==> src/rtl/mme_operand_skewer_if.sv <==
// Operand handshake bundle between the A/B operand sources and the MME skewer.
// Latency: none; this is wiring only.
// Backpressure: each ready is returned by the skewer and only completes a transfer jointly with the other side's valid.
interface mme_operand_skewer_if #(
  parameter int SIZE = 4,
  parameter int DW   = 32
);

  logic               a_valid_i;
  logic               a_ready_o;
  logic [SIZE*DW-1:0] a_data_i;
  logic               b_valid_i;
  logic               b_ready_o;
  logic [SIZE*DW-1:0] b_data_i;

  // Operand source side: offers A column and B row beats
  modport master (
    output a_valid_i,
    output a_data_i,
    output b_valid_i,
    output b_data_i,
    input  a_ready_o,
    input  b_ready_o
  );

  // Skewer side: consumes A/B beats in pairs
  modport slave (
    input  a_valid_i,
    input  a_data_i,
    input  b_valid_i,
    input  b_data_i,
    output a_ready_o,
    output b_ready_o
  );

endinterface

==> src/rtl/mme_operand_skewer.sv <==
// Feeds the systolic PE array: diagonally skews A (west) / B (north) beats and sequences clr/hold for a K-beat job.
// Latency: beat fired in cycle t reaches edge lane i in cycle t+1+i; done_o at start+2+K+2*SIZE-1 with no stalls.
// Backpressure: A and B transfer only together; a missing side stalls the skew pipes and freezes the array (hold_o).
module mme_operand_skewer #(
  parameter int SIZE = 4,
  parameter int DW   = 32,
  parameter int KW   = 16
) (
  input  logic                 clk,
  input  logic                 rst_n,
  input  logic                 start_i,
  input  logic [KW-1:0]        k_len_i,
  mme_operand_skewer_if.slave  op,
  output logic [SIZE*DW-1:0]   a_o,
  output logic [SIZE*DW-1:0]   b_o,
  output logic                 clr_o,
  output logic                 hold_o,
  output logic                 busy_o,
  output logic                 done_o
);

  // The drain must flush the diagonal wavefront through the whole array:
  // SIZE cycles of edge skew plus SIZE-1 hops across to PE[SIZE-1][SIZE-1].
  localparam int DRAIN_LEN = 2 * SIZE - 1;
  localparam int DCW       = $clog2(DRAIN_LEN + 1);
  localparam logic [DCW-1:0] DRAIN_LAST = DCW'(DRAIN_LEN - 1);

  typedef enum logic [2:0] {
    ST_IDLE,
    ST_CLEAR,
    ST_FEED,
    ST_DRAIN,
    ST_DONE
  } state_e;

  state_e          state_q, state_d;
  logic [KW-1:0]   k_q, k_d;
  logic [KW-1:0]   beat_cnt_q, beat_cnt_d;
  logic [DCW-1:0]  drain_cnt_q, drain_cnt_d;

  logic            fire;
  logic            shift;

  // A beat is taken only when both operands are present in FEED
  assign fire  = (state_q == ST_FEED) && op.a_valid_i && op.b_valid_i;
  // Skew pipes advance on a fired beat or on every drain cycle (zeros in)
  assign shift = fire || (state_q == ST_DRAIN);

  // Each side is ready exactly when the other side is valid, so neither
  // operand can be consumed without its partner.
  assign op.a_ready_o = (state_q == ST_FEED) && op.b_valid_i;
  assign op.b_ready_o = (state_q == ST_FEED) && op.a_valid_i;

  // Job sequencing: next state, latched K, beat and drain counters
  always_comb begin
    state_d     = state_q;
    k_d         = k_q;
    beat_cnt_d  = beat_cnt_q;
    drain_cnt_d = drain_cnt_q;
    case (state_q)
      ST_IDLE: begin
        if (start_i) begin
          k_d     = k_len_i;
          state_d = ST_CLEAR;
        end
      end
      ST_CLEAR: begin
        beat_cnt_d  = '0;
        drain_cnt_d = '0;
        state_d     = (k_q != '0) ? ST_FEED : ST_DONE;
      end
      ST_FEED: begin
        if (fire) begin
          beat_cnt_d = beat_cnt_q + KW'(1);
          // K >= 1 here and the count stops at K, so the +1 never wraps
          if (beat_cnt_q + KW'(1) == k_q) begin
            state_d = ST_DRAIN;
          end
        end
      end
      ST_DRAIN: begin
        if (drain_cnt_q == DRAIN_LAST) begin
          state_d = ST_DONE;
        end else begin
          drain_cnt_d = drain_cnt_q + DCW'(1);
        end
      end
      ST_DONE: begin
        state_d = ST_IDLE;
      end
      default: begin
        state_d = ST_IDLE;
      end
    endcase
  end

  // Control state registers with synchronous reset
  always_ff @(posedge clk) begin
    if (!rst_n) begin
      state_q     <= ST_IDLE;
      k_q         <= '0;
      beat_cnt_q  <= '0;
      drain_cnt_q <= '0;
    end else begin
      state_q     <= state_d;
      k_q         <= k_d;
      beat_cnt_q  <= beat_cnt_d;
      drain_cnt_q <= drain_cnt_d;
    end
  end

  // Array controls decoded from the state register; FEED hold follows fire
  always_comb begin
    clr_o  = (state_q == ST_CLEAR);
    busy_o = (state_q != ST_IDLE);
    done_o = (state_q == ST_DONE);
    case (state_q)
      ST_IDLE:  hold_o = 1'b1;
      ST_CLEAR: hold_o = 1'b0;
      ST_FEED:  hold_o = !fire;
      ST_DRAIN: hold_o = 1'b0;
      ST_DONE:  hold_o = 1'b1;
      default:  hold_o = 1'b1;
    endcase
  end

  // Lane i carries i+1 stages so successive lanes lag by one cycle,
  // forming the diagonal wavefront the systolic array expects.
  for (genvar gi = 0; gi < SIZE; gi++) begin : g_lane
    logic [DW-1:0] a_sr_q [gi+1];
    logic [DW-1:0] a_sr_d [gi+1];
    logic [DW-1:0] b_sr_q [gi+1];
    logic [DW-1:0] b_sr_d [gi+1];
    logic [DW-1:0] a_in;
    logic [DW-1:0] b_in;

    // Only a fired beat enters; drain cycles push zeros behind it
    assign a_in = fire ? op.a_data_i[gi*DW +: DW] : '0;
    assign b_in = fire ? op.b_data_i[gi*DW +: DW] : '0;

    // Shift on advancing cycles, wipe in CLEAR, otherwise hold with the array
    always_comb begin
      a_sr_d = a_sr_q;
      b_sr_d = b_sr_q;
      if (state_q == ST_CLEAR) begin
        for (int j = 0; j <= gi; j++) begin
          a_sr_d[j] = '0;
          b_sr_d[j] = '0;
        end
      end else if (shift) begin
        a_sr_d[0] = a_in;
        b_sr_d[0] = b_in;
        for (int j = 1; j <= gi; j++) begin
          a_sr_d[j] = a_sr_q[j-1];
          b_sr_d[j] = b_sr_q[j-1];
        end
      end
    end

    // Skew stage registers with synchronous reset
    always_ff @(posedge clk) begin
      if (!rst_n) begin
        for (int j = 0; j <= gi; j++) begin
          a_sr_q[j] <= '0;
          b_sr_q[j] <= '0;
        end
      end else begin
        for (int j = 0; j <= gi; j++) begin
          a_sr_q[j] <= a_sr_d[j];
          b_sr_q[j] <= b_sr_d[j];
        end
      end
    end

    assign a_o[gi*DW +: DW] = a_sr_q[gi];
    assign b_o[gi*DW +: DW] = b_sr_q[gi];
  end

endmodule

==> src/flat_wrapper.sv <==
// flat-port wrapper written by rule: the top's interface ports become plain ports
module mme_operand_skewer_flat 
#(
  parameter int SIZE = 4,
  parameter int DW   = 32,
  parameter int KW   = 16
)
  (clk, rst_n, start_i, k_len_i, a_o, b_o, clr_o, hold_o, busy_o, done_o, op_a_valid_i, op_a_data_i, op_b_valid_i, op_b_data_i, op_a_ready_o, op_b_ready_o);
  mme_operand_skewer_if #(.SIZE(SIZE), .DW(DW)) op_i ();
  input  logic clk;
  input  logic rst_n;
  input  logic start_i;
  input  logic [KW-1:0] k_len_i;
  output logic [SIZE*DW-1:0] a_o;
  output logic [SIZE*DW-1:0] b_o;
  output logic clr_o;
  output logic hold_o;
  output logic busy_o;
  output logic done_o;
  input wire logic [$bits(op_i.a_valid_i)-1:0] op_a_valid_i;
  input wire logic [$bits(op_i.a_data_i)-1:0] op_a_data_i;
  input wire logic [$bits(op_i.b_valid_i)-1:0] op_b_valid_i;
  input wire logic [$bits(op_i.b_data_i)-1:0] op_b_data_i;
  output wire logic [$bits(op_i.a_ready_o)-1:0] op_a_ready_o;
  output wire logic [$bits(op_i.b_ready_o)-1:0] op_b_ready_o;
  assign op_i.a_valid_i = op_a_valid_i;
  assign op_i.a_data_i = op_a_data_i;
  assign op_i.b_valid_i = op_b_valid_i;
  assign op_i.b_data_i = op_b_data_i;
  assign op_a_ready_o = op_i.a_ready_o;
  assign op_b_ready_o = op_i.b_ready_o;
  mme_operand_skewer #(.SIZE(SIZE), .DW(DW), .KW(KW)) u_core (.clk(clk), .rst_n(rst_n), .start_i(start_i), .k_len_i(k_len_i), .op(op_i), .a_o(a_o), .b_o(b_o), .clr_o(clr_o), .hold_o(hold_o), .busy_o(busy_o), .done_o(done_o));
endmodule
==> config.mk <==
export PLATFORM = sky130hd
export DESIGN_NAME = mme_operand_skewer_flat
export DESIGN_NICKNAME = d
export VERILOG_FILES = /design/src/rtl/mme_operand_skewer_if.sv /design/src/rtl/mme_operand_skewer.sv /design/src/flat_wrapper.sv
export SDC_FILE = /design/constraint.sdc
export NUM_CORES = 1
export LEC_CHECK = 0
export BUFFER_PORTS_ARGS = -buffer_cell sky130_fd_sc_hd__clkbuf_2
export CAP_MARGIN = 30
export CORE_ASPECT_RATIO = 1.25
export CORE_MARGIN = 2
export CORE_UTILIZATION = 58
export CTS_CLUSTER_DIAMETER = 120
export CTS_CLUSTER_SIZE = 25
export DETAILED_ROUTE_END_ITERATION = 10
export PLACE_DENSITY = 0.84
export SYNTH_ARGS = -nofsm -noshare
export SYNTH_HDL_FRONTEND = slang
export SYNTH_SLANG_ARGS = --single-unit
==> constraint.sdc <==
create_clock -name clk -period 5 [get_ports clk]
set_input_delay 0.25 -clock clk [delete_from_list [all_inputs] [get_ports clk]]
set_output_delay 0.25 -clock clk [all_outputs]
set_load 0.05 [all_outputs]
# --- Word-level counts from Yosys, hierarchy flattened ---
# Cells that the tools add are included.
classes:
  add_sub_neg: 2
  multipliers: 0
  div: 0
  order_cmp: 0
  eq_ne: 11
  shift: 0
  mux: 19
  n_bitwise: 1
  n_reduce_logical: 16
ops:
  columns: ["operator", "n"]
  rows:
  - ["2-to-1 mux 32 bit", 8]
  - ["case mux 16 bit (2 select lines)", 1]
  - ["2-to-1 mux 3 bit", 6]
  - ["adder 16 x 1 -> 16 bit (second input constant)", 1]
  - ["equality test 16 bit", 1]
  - ["2-to-1 mux 16 bit", 1]
  - ["nonzero test 16 bit", 1]
  - ["case mux 3 bit (4 select lines)", 1]
  - ["!= test 2 bit (second input constant)", 4]
  - ["equality test 3 x 2 -> 1 bit (second input constant)", 2]
  - ["equality test 3 bit (second input constant)", 2]
  - ["case mux 3 bit (2 select lines)", 1]
  - ["AND reduction 2 bit", 3]
  - ["AND reduction 4 bit", 1]
  - ["nonzero test 2 bit", 2]
  - ["OR reduction 2 bit", 2]
  - ["adder 3 x 1 -> 3 bit (second input constant)", 1]
  - ["equality test 3 x 1 -> 1 bit (second input constant)", 1]
  - ["logical AND 1 bit", 3]
  - ["logical NOT 3 bit", 1]
  - ["nonzero test 3 bit", 1]
  - ["!= test 2 x 1 -> 1 bit (second input constant)", 1]
  - ["case mux 1 bit (2 select lines)", 1]
  - ["logical NOT 1 bit", 1]
  - ["other kinds (2)", 2]
totals:
  reg_bits: 678
  latchBits: 0
  ramBits: 0
  romBits: 0
  in_bits: 277
  output_inout_bits: 262
  word_cells: 73
  n_memories: 0

# --- Logic depth before layout (Yosys ltp) ---
logic_depth:
  depth_word: 5
  mapped_depth: 8
  ltp_nobuf: 7

# --- Least setup slack after synthesis ---
# No wires, ideal clock.
synth_path:
  path_kind: "reg-to-reg"
  startpoint: "reg u_core.beat_cnt_q[1]"
  endpoint: "reg u_core.beat_cnt_q[14]"
  setup_ns: 0.070
  arrival_time_ns: 1.984
  required_time_ns: 4.930
  path_slack_ns: 2.945
  stages_incl_launch_ff: 7
  n_path_buf: 1
  synth_period_minus_slack_ns: 2.055
  path_cell_list: "dfxtp_1 ha_1 buf_4 nand3_4 nor4_1 or4b_1 a21oi_1"
synth_via:
  elab_chain_cells: 3
synth_lines:
  columns: ["element", "line_no", "text"]
  rows:
  - ["from (decl)", "mme_operand_skewer.sv:38", "logic [KW-1:0] beat_cnt_q, beat_cnt_d;"]
  - ["from (signal assigned)", "mme_operand_skewer.sv:107", "beat_cnt_q <= beat_cnt_d;"]
  - ["adder 16 x 1 -> 16 bit", "mme_operand_skewer.sv:74", "beat_cnt_d = beat_cnt_q + KW'(1);"]
  - ["2-to-1 mux 16 bit", "mme_operand_skewer.sv:73", "if (fire) begin"]
  - ["case mux 16 bit (2 select lines)", "mme_operand_skewer.sv:60", "case (state_q)"]
# No other way between the ends. The select of a mux whose other input is x is not followed.
# A chain may end at the register's enable or synchronous reset.

# --- Worst setup path after layout ---
layout_path:
  startpoint: "reg u_core.state_q[1]"
  endpoint: "out hold_o"
layout_via:
  elab_chain_cells: 5
  elab_cells_between_ends: 8
  classes_between: "eq/ne: 3; mux: 1; reduce/logical: 4"
layout_lines:
  columns: ["element", "line_no", "text"]
  rows:
  - ["from (decl)", "mme_operand_skewer.sv:36", "state_e state_q, state_d;"]
  - ["from (signal assigned)", "mme_operand_skewer.sv:105", "state_q <= state_d;"]
  - ["equality test 3 x 2 -> 1 bit", "mme_operand_skewer.sv:45, mme_operand_skewer.sv:117", null]
  - ["logical AND 1 bit (2 in series)", "mme_operand_skewer.sv:45", "assign fire = (state_q == ST_FEED) && op.a_valid_i && op.b_valid_i;"]
  - ["logical NOT 1 bit", "mme_operand_skewer.sv:120", "ST_FEED: hold_o = !fire;"]
  - ["case mux 1 bit (2 select lines) (*)", "mme_operand_skewer.sv:117", "case (state_q)"]
  - ["to (decl)", "flat_wrapper.sv:17", "output logic hold_o;"]
# Mark *: on every way between the ends. The rest lies on a longest branch, timed or not.

==> results.json <==
{
  "outcome": "finished clean",
  "drcViolationCount": 0,
  "finalHoldViolCount": 0,
  "multi_input_area_um2": 9110,
  "leakage_nw": 11.2,
  "synth_common_cells": "nand2_1, dfxtp_1, a21oi_1",
  "wl_um": 71300,
  "die_y_um": 236,
  "finalSetupTns_ns": 0,
  "die_w_um": 190,
  "cp_cell_sequence": "or3b_4 -> nor2_4 -> o21bai_1 -> clkbuf_2",
  "synth.largest_area_cell": "dfxtp_1",
  "cellPowerDensity_nw_per_um2": 307,
  "ff_latch_area_um2": 13600,
  "crit_arrival_ns": 2.76,
  "relSlewSlack": 0.300,
  "worstMarginPinSlew_ns": 1.05,
  "final.hold.worst_slack_ns": 0.0436,
  "fill_cells": 2948,
  "cp_num_buf_inv": 1,
  "holdBufCountCts": 273,
  "post_cts_buffers": 0,
  "synthFlopType": "dfxtp_1",
  "crit_type": "reg -> out",
  "synth_edf_count": 0,
  "ys_top_cells_by_area": "dfxtp_1, nand2_1, a21oi_1",
  "ys_ff_latch": 678,
  "firstDrtPassIters": 6,
  "root_buffer": "clkbuf_16",
  "cts_tree": "done",
  "slew_viol_final": 0,
  "worstHoldPathType": "in -> reg",
  "synth_top_area_frac": 0.542,
  "grtUsageTotal": 0.301,
  "via_count": 22930,
  "clk_pin_slew_ns": 0.10,
  "first_iter_violations": 2063,
  "peakVddDrop_mv": 0.360,
  "cts_resized": 0,
  "path_max_fanout": 36,
  "initial_utilization": 0.585,
  "critPathCaptureType": "output port",
  "dieArea_um2": 44900,
  "syn_inst": 3012,
  "critPathMaxStageDelay_ns": 0.80,
  "ant_nets": 0,
  "maxCapViolCount": 0,
  "clock_sink_count": 678,
  "yosysWarnings": 0,
  "cpLargestDelayFamily": "simple AND/OR/NAND/NOR gates",
  "wl_per_cell_um": 17.7,
  "cts_buffers": 31,
  "io_pins": 539,
  "cts-htree-levels": 1,
  "rows": 85,
  "overflow": 0,
  "final.setup_skew_ns": 0.0282,
  "fp.coreArea_um2": 42900,
  "ys_types": 53,
  "grt_pass1_vias": 21909,
  "antenna_found_initial": 12,
  "grt_max_degree": 202,
  "syn_area_um2": 25100,
  "cts_buffer_depth": 3,
  "cp_data_required_time_ns": 4.75,
  "drive_gt1_frac": 0.175,
  "insertion_delay_ns": 0.62,
  "portBuffers": 538,
  "timing.final.crit_share": 0.601,
  "fin_crit_ns": 3.01,
  "area_growth_pct": 19.8,
  "fmax_mhz": 333,
  "hpwl_um": 40700,
  "finalSetupViolations": 0,
  "slowest_stage": "nor2_4",
  "yosysMostFrequentCell": "nand2_1",
  "grt_pass1_wl_um": 111000,
  "final_net_count": 3735,
  "startpoint_type": "register",
  "ys_async_sr_fraction": 0,
  "rsz0062_at_grt": "false",
  "viasPerCell": 5.69,
  "gp_congestion": 0.923,
  "seq_area_frac_synth": 0.542,
  "synth_nets": 3292,
  "avgSynthCellArea_um2": 8.32
}
-- worst paths after layout --
check                              start                          end  cells past startpoint  slack [ns]
min                                rst_n         u_core.beat_cnt_q[4]                      2        0.04
max                    u_core.state_q[1]                       hold_o                      4        1.99
min reg2reg  u_core.g_lane[3].a_sr_q[44]              u_core.a_o[108]                      2        0.45
max reg2reg            u_core.state_q[1]  u_core.g_lane[1].a_sr_q[60]                      5        2.23
-- kinds of logic after synthesis --
kind of cell | Yosys count | share of synthesized area
adder cells (fa/ha/maj) | 3 | 0.00150
flip-flops | 678 | 0.542
AO/OA/AOI/OAI | 715 | 0.171
XOR/XNOR | 20 | 0.00699
AND/OR/NAND/NOR | 1166 | 0.183
buffers and inverters | 430 | 0.0957
-- per-layer routing --
metal	routed length [µm]	GRT usage	up-vias
li1	-	-	10669
met3	6250	0.0683	313
met2	34800	0.513	1195
met4	4500	0.178	2
met5	13	0	-
met1	25700	0.342	10751
-- power breakdown --
group	total, mW	switching [mW]	internal [mW]	leakage [nW]
logic	0.947	0.597	0.350	5.38
clock network	2.76	1.64	1.12	0.398
registers	5.50	0.0490	5.45	5.47
-- stage by stage --
| step | power, mW | instances | util | instance area, µm² | worst slack, ns |
|---|---|---|---|---|---|
| floorplan | 6.11 | 3012 | - | 25100 | 2.95 |
| global placement | 6.34 | 3712 | 0.616 | 26400 | 2.41 |
| detailed placement | 6.36 | 3712 | 0.616 | 26400 | 2.31 |
| CTS | 9.21 | 4018 | 0.698 | 29900 | 2.02 |
| global route | 9.52 | 4031 | 0.700 | 30000 | 1.89 |
| finish | 9.21 | 4032 | 0.700 | 30000 | 1.99 |
-- cell type report --
class / instances / share of cell area
inverters: 5 / 0.000625
clock buffers: 31 / 0.0258
clock inverters: 2 / 0.00129
multi-input cells: 1904 / 0.304
flip-flops and latches: 678 / 0.452
well taps: 565 / 0.0236
diodes: 12 / 0.00100
repair buffers: 835 / 0.192
-- placed cells by master (no fill, tap or decap), types with 13 or more instances in the layout --
cell type        n
clkbuf_2       538
o21ai_0         16
a22oi_1        257
clkbuf_16       31
a21oi_1        422
dfxtp_1        678
nor2_1         280
dlygate4sd3_1  273
xnor2_1         14
nand2_1        816
buf_4           13
-- state kept, by name, indices dropped and copies added (netlist names) --
register              flops
u_core.state_q            3
u_core.beat_cnt_q        16
u_core.a_o               96
u_core.k_q               16
u_core.drain_cnt_q        3
u_core.g_lane.a_sr_q    224
u_core.b_o               96
u_core.g_lane.b_sr_q    224
-- worst reg2reg max path, cell delays in order, from the launching register on --
cell and delay (ns):
dfxtp_1 0.51, or3b_4 0.45, nor2_4 0.80, buf_12 0.41, a22oi_1 0.35, nor2_1 0.21
No activity file was read; power rests on OpenSTA's default activity.
